$ cat src/rtl/width_downconv_fifo.sv
// Word-in / slice-out FIFO: stores IN_W-bit words, emits OUT_W-bit slices
// with a registered one-cycle read latency and sticky over/underflow flags.
module width_downconv_fifo #(
   parameter int IN_W      = 16,
   parameter int OUT_W     = 1,
   parameter int DEPTH     = 64,
   parameter int MSB_FIRST = 1
) (
   input  logic                                        clk,
   input  logic                                        rst,
   input  logic [IN_W-1:0]                             din,
   input  logic                                        wr_en,
   input  logic                                        rd_en,
   output logic [OUT_W-1:0]                            dout,
   output logic                                        full,
   output logic                                        empty,
   output logic [$clog2(DEPTH*(IN_W/OUT_W)+1)-1:0]     count,
   output logic                                        overflow,
   output logic                                        underflow
);

   localparam int RATIO = IN_W / OUT_W;
   localparam int CW    = $clog2(DEPTH*RATIO+1);
   localparam int AW    = $clog2(DEPTH);
   localparam int WCW   = $clog2(DEPTH+1);
   localparam int SW    = (RATIO > 1) ? $clog2(RATIO) : 1;

   logic [IN_W-1:0]  mem_q [DEPTH];
   logic [AW-1:0]    wptr_q, wptr_d;
   logic [AW-1:0]    rptr_q, rptr_d;
   logic [SW-1:0]    slice_q, slice_d;
   logic [CW-1:0]    count_q, count_d;
   logic [WCW-1:0]   wcnt_q, wcnt_d;
   logic [OUT_W-1:0] dout_q, dout_d;
   logic             ovf_q, ovf_d;
   logic             unf_q, unf_d;

   logic             wr_ok, rd_ok, last;
   logic [IN_W-1:0]  word;
   logic [OUT_W-1:0] slice;

   // Flags come straight from registered state, never from same-cycle requests.
   assign full  = (wcnt_q == WCW'(DEPTH));
   assign empty = (count_q == '0);

   assign wr_ok = wr_en & ~full & ~rst;
   assign rd_ok = rd_en & ~empty & ~rst;
   assign last  = (slice_q == SW'(RATIO-1));

   assign word = mem_q[rptr_q];

   always_comb begin
      slice = '0;
      for (int k = 0; k < RATIO; k++) begin
         if (slice_q == SW'(k)) begin
            slice = (MSB_FIRST != 0) ? word[IN_W-1-k*OUT_W -: OUT_W]
                                     : word[k*OUT_W +: OUT_W];
         end
      end
   end

   always_ff @(posedge clk) begin
      if (wr_ok) begin
         mem_q[wptr_q] <= din;
      end
   end

   always_comb begin
      wptr_d  = wptr_q;
      rptr_d  = rptr_q;
      slice_d = slice_q;
      dout_d  = dout_q;
      count_d = count_q + (wr_ok ? CW'(RATIO) : '0)
                        - (rd_ok ? CW'(1) : '0);
      wcnt_d  = wcnt_q + (wr_ok ? WCW'(1) : '0)
                       - ((rd_ok && last) ? WCW'(1) : '0);
      ovf_d   = ovf_q | (wr_en & full);
      unf_d   = unf_q | (rd_en & empty);
      if (wr_ok) begin
         wptr_d = wptr_q + AW'(1);
      end
      if (rd_ok) begin
         dout_d = slice;
         if (last) begin
            slice_d = '0;
            rptr_d  = rptr_q + AW'(1);
         end else begin
            slice_d = slice_q + SW'(1);
         end
      end
   end

   always_ff @(posedge clk) begin
      if (rst) begin
         wptr_q  <= '0;
         rptr_q  <= '0;
         slice_q <= '0;
         count_q <= '0;
         wcnt_q  <= '0;
         dout_q  <= '0;
         ovf_q   <= 1'b0;
         unf_q   <= 1'b0;
      end else begin
         wptr_q  <= wptr_d;
         rptr_q  <= rptr_d;
         slice_q <= slice_d;
         count_q <= count_d;
         wcnt_q  <= wcnt_d;
         dout_q  <= dout_d;
         ovf_q   <= ovf_d;
         unf_q   <= unf_d;
      end
   end

   assign dout      = dout_q;
   assign count     = count_q;
   assign overflow  = ovf_q;
   assign underflow = unf_q;

endmodule

$ cat config.mk
export PLATFORM = sky130hd
export DESIGN_NAME = width_downconv_fifo
export DESIGN_NICKNAME = d
export VERILOG_FILES = /design/src/rtl/width_downconv_fifo.sv
export SDC_FILE = /design/constraint.sdc
export NUM_CORES = 1
export LEC_CHECK = 0
export BUFFER_PORTS_ARGS = -buffer_cell sky130_fd_sc_hd__buf_2
export CORE_MARGIN = 2
export CORE_UTILIZATION = 51
export DETAILED_ROUTE_END_ITERATION = 12
export GPL_TIMING_DRIVEN = 0
export PLACE_DENSITY = 0.66
export SYNTH_ARGS = -nofsm -noshare
export SYNTH_HDL_FRONTEND = slang
export SYNTH_SLANG_ARGS = --single-unit
export TNS_END_PERCENT = 20
$ cat constraint.sdc
create_clock -name clk -period 4.7 [get_ports clk]
set_input_delay 0.235 -clock clk [delete_from_list [all_inputs] [get_ports clk]]
set_output_delay 0.235 -clock clk [all_outputs]
set_load 0.01 [all_outputs]
==> results.md <==
* Share of the synthesized area in the top cell type at 0.732
* Cell area after synthesis at 42000 sq um
* CTS tree: built
* I/O pin cnt at 36
* Area contributors post-synth: edfxtp_1 73%, mux4_2 13%, dfxtp_1 2.1%
* Hold WC Path Type: primary input to flop
* Yosys Warn Count at 0
* All-Layer GR Usage at 0.332
* Worst hold slack at 0.0579 ns
* Hold Violations, Final at 0
* Largest area contributor in the netlist: edfxtp_1
* Initial antenna violation count at 1
* Filler Cell Count at 5862
* Reg clk slew, reported paths at 0.07 ns
* Number of synthesized register bits at 1067
* Sequential share of the synthesized area at 0.753
* Distinct cells, synth at 64
* CTS Buffer Depth at 3
* Post-DRT Antenna Nets at 0
* Highest Signal Layer: met4
* Most frequent cell after synthesis: edfxtp_1
* CTS Sinks at 1067
* Via count at 23100
* Least-Margin Pin Slew at 1.48 ns
* Critical Path RT at 5.31 ns
* Number of diodes at 0
* Die H at 291 um
* Commonest cells post-synth: 1024 x edfxtp_1, 235 x mux4_2, 121 x nor2_1
* Max_slew headroom at 0.0163
* Startpoint Class: flop
* Layout Nets at 2343
* H-tree levels at 3
* First-pass GRT wire length at 188000 um
* Largest net degree at the start of global routing at 65
* Post-synth EDFFs at 1024
* Area grow syn2layout at 15.0%
* Total die area at 84600 sq um
* Worst Path Arrival at 5.35 ns
* Routed WL at 139000 um
* Mapped Avg Cell Area at 20.1 sq um
* Share of layout cells above drive strength 1 at 0.276
* Syn nets at 2140
* Core area at 81800 sq um
* Number of buffers created by CTS at 108
* Maximum VDD drop at 443 uV
* Endpoint class of the critical path: flop
* Outcome: finished with violations
* Mapped Cells at 2089
* First drt pass iteration count at 6
* Critical path's top delay family: buffers and inverters
* GP Congestion at 0.997
* WL/cell at 40.4 um
* DRC viols at 0
* Layout Skew at 0.0197 ns
* Reg2reg path depth at 12
* Critical path type: flop to flop
* Worst setup margin at -0.0398 ns
* Starting density of the core at 0.513
* Setup Buffers After CTS at 0
* Clk_lat worst skew at 0.68 ns
* Leak at 15.0 nW
* Final number of max-transition violations at 0
* Crit path top cell by count: clkbuf_1
* Port Buffers at 35
* DR vias/cell at 6.69
* Total of max-cap violations at 0
* Failing checks: negative setup slack
* Max Freq at 211 MHz
* CP Max Fanout at 10
* Met2 WL at 64200 um
* Critical path, cell by cell: clkbuf_1, buf_2, clkbuf_1, clkbuf_1, nand3_1, o21ai_0, a2111oi_0, nor4_1, nor3_1, o211ai_1, a21oi_1, a21oi_1
* Total chip power at 0.0203 W
* Hold path cells at 1
* Share of async-settable or async-resettable flops after synthesis at 0
* Post-DP HPWL at 93600 um
* Die W at 291 um
* Crit path buf inv count at 4
* Top_reg_cell synth: edfxtp_1
* Crit. path cell count at 12
* Congestion Overflow GR at 0
* Rows at 105
* Root Driver: clkbuf_16
* Vias in the first global route at 22300
* DRT met1 WL at 53200 um
* Pwr/cell area at 420 nW/um^2
* Final period util at 1.01
* Crit path largest cell delay at 1.09 ns
* Met3 routed WL at 15100 um
* Slowest CP cell: clkbuf_1
* Initial DRC Count at 3729
* Final setup viols at 1
* Final Util at 0.590
* Post-route minimum period at 4.74 ns
* Unrepaired setup endpoints after global routing: no
-- layer usage --
layer  track usage  up-vias
li1              -     8987
met1         0.463    12300
met2         0.511     1524
met3        0.0733      293
met4         0.146        0
met5             0        -
-- flip-flops by register name (all words and copies together) (netlist names), named ones only --
register,cells
wptr_q,6
dout,1
underflow,1
slice_q,4
overflow,1
rptr_q,6
mem_q,1024
count,11
wcnt_q,7
-- logic make-up (layout without fill, tap and decap cells) --
| group | count (synthesis) | after routing | share of synthesized area |
|---|---|---|---|
| xor gates and xnor gates | 23 | 23 | 0.00480 |
| and+or+nand+nor | 318 | 318 | 0.0356 |
| buffers and inverters | 141 | 430 | 0.0189 |
| adders and majority gates | 31 | 31 | 0.00960 |
| DFF | 1067 | 1067 | 0.753 |
| muxes | 308 | 308 | 0.144 |
| AOI/OAI and AO/OA | 201 | 201 | 0.0341 |
-- cell type report --
type	count	area, sq um	area share
Tap cell	1070	1340	0.0277
Buffer	105	668	0.0138
Inverter	34	128	0.00264
Multi-Input combinational cell	881	9800	0.203
Sequential cell	1067	31600	0.655
Clock inverter	65	667	0.0138
Clock buffer	131	2850	0.0591
Timing Repair Buffer	95	1220	0.0252
-- worst paths after layout --
kind                   startpoint                     end  slack, ns
min reg2reg  underflow$_SDFF_PP0_    underflow$_SDFF_PP0_       0.47
min                        din[8]  mem_q[62][8]$_DFFE_PP_       0.06
max                          flop       dout$_SDFFE_PP0P_      -0.04
max reg2reg                  flop       dout$_SDFFE_PP0P_      -0.04
-- placed cells by master, fill, tap and decap left out, types with 43 or more instances in the layout --
| cell type | instances |
|---|---|
| buf_2 | 57 |
| nor2_2 | 56 |
| mux4_2 | 235 |
| buf_8 | 47 |
| edfxtp_1 | 1024 |
| mux2i_1 | 53 |
| nand2_1 | 67 |
| clkbuf_16 | 110 |
| nor2_1 | 57 |
| dfxtp_1 | 43 |
| clkbuf_1 | 46 |
-- what timing repair did --
action / 4_1_cts / 5_1_grt
cloned: 0 / 0
hold buffers: 2 / 0
gates resized for setup: 4 / 6
hold endpoints to repair: 2 / 0
endpoints found under the setup margin: 1 / 1
-- report_power, final --
part,total (W),leakage [nW],switching [W],internal (W)
clock network,0.00863,1.71,0.00366,0.00497
registers,0.0106,9.56,0.0000689,0.0105
logic,0.00106,3.68,0.000667,0.000389
-- per-stage QoR --
stage	instances	TNS, ns	area (sq um)	setup slack, ns
global placement	3194	-1.16	43500	-1.13
detailed placement	3251	-0.582	44700	-0.582
global route	3448	0	48300	0.0218
CTS	3447	0	48300	0.0783
finish	3448	-0.0398	48300	-0.0398
floorplan	2089	0	42000	1.47
(Power assumes the default switching activity.)
